[src/rtl/stack_unit_pkg.sv]
`default_nettype none
// ============================================================================
//  Module   : stack_unit_pkg
//  Purpose  : Shared constants and types for the EX-stage hardware stack.
//             The decoder, bypass network and register-dump logic size
//             themselves from STACK_DEPTH / STACK_WIDTH so that they all
//             agree with the stack_unit instance.
//  Ports    : none (package)
//  Revision : 1.0 - initial release
// ============================================================================
package stack_unit_pkg;

   localparam int STACK_DEPTH = 16;
   localparam int STACK_WIDTH = 32;

   // Source of the visible pop_data value.
   // POP_SRC_REG : the local holding register (reset, underflow, pass-through)
   // POP_SRC_RAM : the registered read port of stack_ram
   typedef enum logic {
      POP_SRC_REG = 1'b0,
      POP_SRC_RAM = 1'b1
   } pop_src_e;

endpackage : stack_unit_pkg
`default_nettype wire

[src/rtl/stack_ram.sv]
`default_nettype none
// ============================================================================
//  Module   : stack_ram
//  Purpose  : DEPTH x WIDTH simple dual-port storage for the stack. One
//             synchronous write port and one synchronous read port. A read
//             and write to the same address in the same cycle returns the
//             old contents (read-before-write). rdata holds while re=0.
//             Not reset, so it maps onto FPGA block RAM.
//  Ports    : clk            - clock
//             we/waddr/wdata - write enable, address, data
//             re/raddr       - read enable, address
//             rdata          - registered read data
//  Revision : 1.0 - initial release
// ============================================================================
module stack_ram #(
   parameter int WIDTH = 32,
   parameter int DEPTH = 16,
   parameter int AW    = $clog2(DEPTH)
) (
   input  logic             clk,
   input  logic             we,
   input  logic [AW-1:0]    waddr,
   input  logic [WIDTH-1:0] wdata,
   input  logic             re,
   input  logic [AW-1:0]    raddr,
   output logic [WIDTH-1:0] rdata
);

   logic [WIDTH-1:0] r_mem [DEPTH];
   logic [WIDTH-1:0] r_rdata;

   // Both updates are non-blocking in one process, so a colliding read
   // samples the array before this edge's write lands.
   always_ff @(posedge clk) begin
      if (we) begin
         r_mem[waddr] <= wdata;
      end
      if (re) begin
         r_rdata <= r_mem[raddr];
      end
   end

   assign rdata = r_rdata;

endmodule : stack_ram
`default_nettype wire

[src/rtl/stack_unit.sv]
`default_nettype none
// ============================================================================
//  Module   : stack_unit
//  Purpose  : EX-stage LIFO stack executing decoder PUSH/POP operations.
//             Popped word appears on pop_data one cycle after the pop.
//             Tracks occupancy, full/empty and sticky ovf/unf error flags.
//  Ports    : clk, rst_n   - clock, synchronous active-low reset
//             push, pop    - stack operations from ID/EX
//             kill         - suppress this cycle's push/pop
//             push_data    - value to push
//             clr_err      - clear ovf/unf (a same-cycle error still sets)
//             pop_data     - popped value, valid the cycle after a pop
//             count        - occupancy 0..DEPTH
//             full, empty  - occupancy status
//             ovf, unf     - sticky overflow / underflow flags
//  Revision : 1.0 - initial release
// ============================================================================
module stack_unit
   import stack_unit_pkg::*;
#(
   parameter int WIDTH = STACK_WIDTH,
   parameter int DEPTH = STACK_DEPTH
) (
   input  logic                       clk,
   input  logic                       rst_n,
   input  logic                       push,
   input  logic                       pop,
   input  logic                       kill,
   input  logic [WIDTH-1:0]           push_data,
   input  logic                       clr_err,
   output logic [WIDTH-1:0]           pop_data,
   output logic [$clog2(DEPTH):0]     count,
   output logic                       full,
   output logic                       empty,
   output logic                       ovf,
   output logic                       unf
);

   localparam int CW = $clog2(DEPTH) + 1;
   localparam int AW = $clog2(DEPTH);

   // ------------------------------------------------------------------
   // State
   // ------------------------------------------------------------------
   logic [CW-1:0]    r_count;
   logic             r_ovf;
   logic             r_unf;
   logic [WIDTH-1:0] r_hold;      // pop_data value when not sourced by RAM
   pop_src_e         r_src;

   // ------------------------------------------------------------------
   // Combinational control
   // ------------------------------------------------------------------
   logic             w_p;
   logic             w_q;
   logic             w_full;
   logic             w_empty;
   logic [CW-1:0]    w_top;
   logic [CW-1:0]    w_count_nxt;
   logic             w_ovf_set;
   logic             w_unf_set;
   logic             w_hold_load;
   logic [WIDTH-1:0] w_hold_val;
   pop_src_e         w_src_nxt;
   logic             w_we;
   logic [AW-1:0]    w_waddr;
   logic             w_re;
   logic [WIDTH-1:0] w_rdata;

   assign w_p     = push & ~kill;
   assign w_q     = pop  & ~kill;
   assign w_full  = (r_count == CW'(DEPTH));
   assign w_empty = (r_count == '0);
   assign w_top   = r_count - 1'b1;

   always_comb begin
      w_count_nxt = r_count;
      w_ovf_set   = 1'b0;
      w_unf_set   = 1'b0;
      w_hold_load = 1'b0;
      w_hold_val  = '0;
      w_src_nxt   = r_src;
      w_we        = 1'b0;
      w_waddr     = r_count[AW-1:0];
      w_re        = 1'b0;

      unique case ({w_p, w_q})
         2'b10: begin
            if (!w_full) begin
               w_we        = 1'b1;
               w_count_nxt = r_count + 1'b1;
            end else begin
               w_ovf_set   = 1'b1;
            end
         end
         2'b01: begin
            if (!w_empty) begin
               w_re        = 1'b1;
               w_count_nxt = r_count - 1'b1;
               w_src_nxt   = POP_SRC_RAM;
            end else begin
               w_unf_set   = 1'b1;
               w_hold_load = 1'b1;
               w_src_nxt   = POP_SRC_REG;
            end
         end
         2'b11: begin
            if (!w_empty) begin
               // Replace top: RAM returns the old word, then overwrites it.
               w_re        = 1'b1;
               w_we        = 1'b1;
               w_waddr     = w_top[AW-1:0];
               w_src_nxt   = POP_SRC_RAM;
            end else begin
               // Empty stack: the pushed word passes straight through.
               w_hold_load = 1'b1;
               w_hold_val  = push_data;
               w_src_nxt   = POP_SRC_REG;
            end
         end
         default: ;
      endcase

      // Reset cycle takes priority: nothing is written to storage.
      if (!rst_n) begin
         w_we = 1'b0;
         w_re = 1'b0;
      end
   end

   // ------------------------------------------------------------------
   // Storage
   // ------------------------------------------------------------------
   stack_ram #(
      .WIDTH (WIDTH),
      .DEPTH (DEPTH),
      .AW    (AW)
   ) u_ram (
      .clk   (clk),
      .we    (w_we),
      .waddr (w_waddr),
      .wdata (push_data),
      .re    (w_re),
      .raddr (w_top[AW-1:0]),
      .rdata (w_rdata)
   );

   // ------------------------------------------------------------------
   // Registers
   // ------------------------------------------------------------------
   always_ff @(posedge clk) begin
      if (!rst_n) begin
         r_count <= '0;
         r_ovf   <= 1'b0;
         r_unf   <= 1'b0;
         r_hold  <= '0;
         r_src   <= POP_SRC_REG;
      end else begin
         r_count <= w_count_nxt;
         r_ovf   <= w_ovf_set | (r_ovf & ~clr_err);
         r_unf   <= w_unf_set | (r_unf & ~clr_err);
         r_src   <= w_src_nxt;
         if (w_hold_load) begin
            r_hold <= w_hold_val;
         end
      end
   end

   // Both mux inputs are flop outputs that hold when idle, so pop_data
   // is effectively registered with one-cycle latency.
   assign pop_data = (r_src == POP_SRC_RAM) ? w_rdata : r_hold;
   assign count    = r_count;
   assign full     = w_full;
   assign empty    = w_empty;
   assign ovf      = r_ovf;
   assign unf      = r_unf;

endmodule : stack_unit
`default_nettype wire

[config.mk]
export PLATFORM = sky130hd
export DESIGN_NAME = stack_unit
export DESIGN_NICKNAME = d
export VERILOG_FILES = /design/src/rtl/stack_unit_pkg.sv /design/src/rtl/stack_ram.sv /design/src/rtl/stack_unit.sv
export SDC_FILE = /design/constraint.sdc
export NUM_CORES = 1
export LEC_CHECK = 0
export BUFFER_PORTS_ARGS = -buffer_cell sky130_fd_sc_hd__buf_2
export CAP_MARGIN = 40
export CORE_ASPECT_RATIO = 1.1
export CORE_MARGIN = 10
export CORE_UTILIZATION = 45
export DETAILED_ROUTE_END_ITERATION = 10
export PLACE_DENSITY = 0.69
export SLEW_MARGIN = 20
export SYNTH_ARGS = -nofsm -noshare
export SYNTH_HDL_FRONTEND = slang
export SYNTH_SLANG_ARGS = --single-unit
[constraint.sdc]
create_clock -name clk -period 5 [get_ports clk]
set_clock_uncertainty 0.15 [all_clocks]
set_input_delay 1 -clock clk [delete_from_list [all_inputs] [get_ports clk]]
set_output_delay 1 -clock clk [all_outputs]
set_load 0.05 [all_outputs]
Word level (Yosys, flattened, before mapping)
Memories as Yosys holds them, arrays and structs flattened. A register that Yosys moved wholly into a read port is not among the register bits.
Index checks and enable logic that the tools add are counted.
{"block": "word_totals", "ff_bits": 40, "ram_bits": 512, "inputBits": 38, "out_inout_bits": 41, "elab_cells": 47, "mem_count": 1}
{"block": "classes", "addsub": 2, "eq_ne": 6, "mux": 21, "bitwise_logic": 8, "reduce_logical": 4}
{"memory": "u_ram.r_mem", "depth": 16, "word_bits": 32, "read_ports": 1, "rd_clocked_by_memory_dff": 1, "write_ports": 1, "line_no": "stack_ram.sv:29", "source": "logic [WIDTH-1:0] r_mem [DEPTH];"}
{"operator": "2-to-1 mux 32 bit", "count": 3}
{"operator": "2-to-1 mux 1 bit", "count": 12}
{"operator": "2-to-1 mux 5 bit", "count": 2}
{"operator": "one-hot mux 5 bit (2 select lines)", "count": 1}
{"operator": "2-to-1 mux 4 bit", "count": 2}
{"operator": "adder 5 x 1 -> 5 bit, second input constant", "count": 1}
{"operator": "== test 5 bit, second input constant", "count": 1}
{"operator": "zero test 5 bit", "count": 1}
{"operator": "subtractor 5 x 1 -> 5 bit, second input constant", "count": 1}
{"operator": "AND 1 bit", "count": 4}
{"operator": "== test 2 bit, second input constant", "count": 2}
{"operator": "inequality test 2 bit, second input constant", "count": 2}
{"operator": "AND reduction 3 bit", "count": 1}
{"operator": "== test 2 x 1 -> 1 bit, second input constant", "count": 1}
{"operator": "NOT 1 bit", "count": 2}
{"operator": "bitwise OR 1 bit", "count": 2}
{"operator": "one-hot mux 1 bit (2 select lines)", "count": 1}
{"operator": "nonzero test 2 bit", "count": 1}
{"operator": "OR reduction 2 bit", "count": 1}

Logic depth before layout (Yosys ltp)
{"block": "logic_depth", "ltp_word": 7, "ltp_mapped": 11, "ltp_nobuf": 7}

Hierarchy
From an unflattened synthesis, not the netlist that was laid out.
{"block": "hier_totals", "hier_cells": 1020, "area_unflattened_um2": 22148.7}
{"module": "stack_ram", "instances": 1, "cells_per_inst": 838, "area_per_inst_um2": 20174.3}
{"module": "stack_unit", "instances": 1, "cells_per_inst": 182, "area_per_inst_um2": 1974.4}

Least setup slack after synthesis
OpenSTA, ideal clock, no wires.
{"block": "synth_timing", "path_kind": "register to register", "from": "reg r_count[0], in the netlist count[0]", "to": "mem u_ram.r_mem[12][0] (enable)", "t_arrival_ns": 3.979, "required_time_ns": 4.429, "path_slack_ns": 0.450, "stages_incl_launch_ff": 11, "path_buffers": 5, "period_less_slack_ns": 4.550, "cell_sequence": "dfxtp_1 > buf_6 > buf_2 > inv_1 > ha_1 > buf_2 > buf_2 > clkbuf_1 > nor4b_1 > o22ai_1 > nor2_1"}
{"block": "synth_between", "elab_chain_len": 6, "elab_cells_between_ends": 11}
{"element": "start, declared", "line_no": "stack_unit.sv:45", "source": "logic [CW-1:0] r_count;"}
{"element": "start signal, assigned", "line_no": "stack_unit.sv:159", "source": "r_count <= w_count_nxt;"}
{"element": "== test 5 bit / zero test 5 bit (equally long branches)", "line_no": "stack_unit.sv:72, stack_unit.sv:73"}
{"element": "2-to-1 mux 1 bit (on tied branches)", "line_no": "stack_unit.sv:89, stack_unit.sv:108"}
{"element": "one-hot mux 1 bit (2 select lines)", "line_no": "stack_unit.sv:87", "source": "unique case ({w_p, w_q})"}
{"element": "2-to-1 mux 1 bit", "line_no": "stack_unit.sv:125", "source": "if (!rst_n) begin"}
{"element": "2-to-1 mux 1 bit", "line_no": "stack_ram.sv:35", "source": "if (we) begin"}
{"element": "2-to-1 mux 1 bit (implied by the code)", "line_no": "stack_ram.sv:36", "source": "r_mem[waddr] <= wdata;"}
{"element": "end, declared", "line_no": "stack_ram.sv:29"}
Parallel ways exist; a longest one is shown, timed or not.

Final worst setup path
{"block": "layout_timing", "from": "reg r_count[1], in the netlist count[1]", "to": "mem u_ram.r_mem[7][6] (enable)"}
The elaborated chain is that of the path after synthesis.

==> results.md <==
- YS warnings: 0
- Max-slew headroom: approximately two fifths
- Critical path endpoint category: flip-flop
- N_diodes: 0
- Clock tree buffer depth: 3
- Worst vdd ir: about 310 uV
- Cts hold-fix bufs: 0
- DR WL/cell: 26.7 um
- H-Tree Level Count: 2
- CTS tree: done
- Overall Power: 10.6 mW
- Syn nets: 1000
- Mux cell area share after synthesis: between 15 and 20%
- CTS root buf: clkbuf_16
- Routed Wire Length: 47500 um
- Synth Area in Adders: less than 1%
- Initial Util: between 40% and 50%
- Rows: 85
- Post-CTS setup buffer count: 0
- Minimum clock period: 3.82 ns
- R2R Path End: u_ram.r_mem[7][6]$_DFFE_PP_
- Crit path to: u_ram.r_mem[7][6]$_DFFE_PP_
- Post-Synth XOR/XNOR Area: 0.240%
- Total gr overflow: 0
- Die area: 59100 um2
- Post-synthesis compound-gate area fraction: 2.09%
- GPL Wtd Cong: 0.769
- Syn Area/Cell: 23.3 um2
- Critical Path Start Type: flip-flop
- Post-Synth Simple-Gate Area: about 1.5%
- Fin. Hold Viols: 0
- Largest net degree at the start of global routing: 130
- Worst Hold Class: reg2reg
- Setup ws final: approximately 1.2 ns
- Area grow syn2layout: 15.2%
- Kind of critical path: reg2reg
- Required time of the critical path: between 5 and 6 ns
- Met3 routed WL: 2870 um
- Final Slew Violations: 0
- CP max FO: 19
- Clock-pin slew on the worst setup and hold paths: roughly 0.060 ns
- Synth Register Bits: 584
- # clock sinks: a little under 600
- Chip height: 254 um
- Mapped cell area: 22400 um2
- Die Wd: about 230 um
- R2R cell count: 9
- Vias in the first global route: approximately 11000
- Hpwl dp: between 20000 and 30000 um
- DR iter-0 viols: between 1000 and 1500
- LEAKAGE: around 8 nW
- Max-Cap Viols: 0
- Initial antenna violation count: 1
- DR top layer: met4
- Number of different library cells in the post-synthesis netlist: 49
- R2R Setup Slk: 1.18 ns
- Post-synth EDFFs: 544
- Ratio of cells with drive above 1 in the final layout: 37.3%
- First drt pass iteration count: 6
- RSZ-0062 raised after global routing: false
- Global-route wire length before repair: slightly above 70000 um
- WP data arrival: 3.94 ns
- Sum Neg Setup Slack: 0 ns
- DR vias: roughly 10000
- Total core area: around 50000 um2
- Seq/Total Area, Yosys: 76.5%
- Worst r2r src: count[1]$_SDFFE_PN0P_
- Post-Synthesis Cells: 960
- Max frequency: about 0.26 GHz
- ANT nets after route: 0
- Cts repair resizes: 0
- Status: completed
- Insertion delay to the later sink of the worst-skew pair: 0.60 ns
- Via density: 5.76
- Worst-Margin Slew: between 0.8 and 0.9 ns
- Largest family of logic cells by synthesized area: multiplexers
- Fillers: around 3700
- PwrDens: 411 nW/um2
- Nets: 1123
- # port buffers: 78
- Top FF cell, synth: edfxtp_1
- Ys async rst share: 0%
- TritonCTS buffer count: 58
- Total GRT Usage: 16.4%
- Routed length on met1: 20500 um
- Setup-failing EPs final: 0
- CP Launch Point: count[1]$_SDFFE_PN0P_
- DRC Markers: 0
- Place WS: between 1 and 1.5 ns
- Crit share post-route: approximately three quarters
- Met2 wire len: 23500 um
- I/O pin count: 79
-- state kept, by name, summed over array words and instances (netlist names) --
| signal | cells |
|---|---|
| u_ram.r_mem | 512 |
| r_hold | 32 |
| u_ram.rdata | 32 |
| count | 5 |
| ovf | 1 |
| r_src | 1 |
| unf | 1 |
-- Yosys cell counts (2+ instances only) --
library cell | count | area, um2
a21boi_1 | 2 | 15.0
a21oi_1 | 3 | 15.0
a22o_1 | 32 | 280
and2_1 | 2 | 12.5
and3_1 | 4 | 25.0
buf_12 | 2 | 40.0
buf_2 | 12 | 60.1
buf_6 | 13 | 146
clkbuf_1 | 26 | 97.6
dfxtp_1 | 40 | 801
edfxtp_1 | 544 | 16300
ha_1 | 2 | 25.0
inv_1 | 3 | 11.3
mux2_2 | 32 | 360
mux2i_1 | 2 | 20.0
mux4_2 | 160 | 3600
nand2_1 | 4 | 15.0
nand2b_1 | 3 | 18.8
nand3_1 | 3 | 15.0
nand3b_1 | 3 | 22.5
nor2_1 | 20 | 75.1
nor2b_1 | 5 | 31.3
nor3_1 | 4 | 20.0
o211a_1 | 2 | 20.0
o21a_1 | 2 | 15.0
o21ai_0 | 2 | 10.0
o22ai_1 | 5 | 31.3
o32a_1 | 4 | 40.0
or3_1 | 2 | 12.5
xnor2_1 | 3 | 26.3
-- how the worst min path moves through the flow --
stage               cells past startpoint                     from                       to
finish                                  1  r_hold[24]$_SDFFE_PN0P_  r_hold[24]$_SDFFE_PN0P_
floorplan                               1  r_hold[10]$_SDFFE_PN0P_  r_hold[10]$_SDFFE_PN0P_
global route                            1   r_hold[7]$_SDFFE_PN0P_   r_hold[7]$_SDFFE_PN0P_
detailed placement                      1  r_hold[24]$_SDFFE_PN0P_  r_hold[24]$_SDFFE_PN0P_
CTS                                     1  r_hold[18]$_SDFFE_PN0P_  r_hold[18]$_SDFFE_PN0P_
global placement                        1   r_hold[4]$_SDFFE_PN0P_   r_hold[4]$_SDFFE_PN0P_
-- metal layers --
| layer | vias to the layer above | track usage, % |
|---|---|---|
| li1 | 4350 | - |
| met1 | 5518 | 22.7 |
| met2 | 339 | 26.1 |
| met3 | 60 | 3.45 |
| met4 | 0 | 3.82 |
| met5 | - | 0 |
-- placed cells by master (no fill, tap or decap), types with 10 or more instances in the layout --
cell type,netlist,layout
mux2_2,32,32
clkbuf_16,0,61
a22o_1,32,32
mux4_2,160,160
nor2_4,0,16
clkbuf_1,26,13
dfxtp_1,40,38
buf_2,12,79
clkinv_1,0,10
buf_4,1,27
edfxtp_1,544,544
-- stage by stage --
| step | hold slack, ns | util (%) | area [um2] | std cells |
|---|---|---|---|---|
| floorplan | 0.288 | - | 22400 | 960 |
| global placement | 0.302 | 48.2 | 23700 | 1666 |
| detailed placement | 0.305 | 48.5 | 23800 | 1673 |
| CTS | 0.322 | 52.5 | 25800 | 1780 |
| global route | 0.330 | 52.5 | 25800 | 1782 |
| finish | 0.321 | 52.5 | 25800 | 1782 |
-- worst max-delay path, stage by stage (launching register included) --
cell and delay [ns]:
dfxtp_1 0.51, inv_1 0.15, ha_4 0.22, or4b_1 0.36, clkinv_4 0.14, nor4_1 0.45, o22ai_1 0.22, buf_2 0.22
nor2_4 0.63, buf_4 0.40
-- cell families (layout without fill, tap and decap cells) --
family          count (synthesis)  in the layout
compound gates                 57             57
buf+inv                        59            229
fa+ha+maj                       2              2
simple gates                   60             60
mux                           194            194
xor+xnor                        4              4
flops                         584            584
-- power breakdown --
part           switching [mW]  internal (mW)  leakage, nW
logic                   0.472          0.378         2.01
clock network            1.75           2.59        0.947
registers              0.0183           5.39         5.22
total                    2.24           8.36         8.18
-- cell type report --
| type | count | area, um2 | share of cell area [%] |
|---|---|---|---|
| clock buffers | 82 | 1690 | 6.53 |
| clock inverters | 25 | 244 | 0.945 |
| inverters | 4 | 20.0 | 0.0776 |
| multi-input cells | 317 | 5020 | 19.5 |
| flip-flops and latches | 584 | 17100 | 66.4 |
| well taps | 652 | 816 | 3.16 |
| repair buffers | 118 | 876 | 3.39 |
Note: power is estimated with default switching activity, not from simulation.
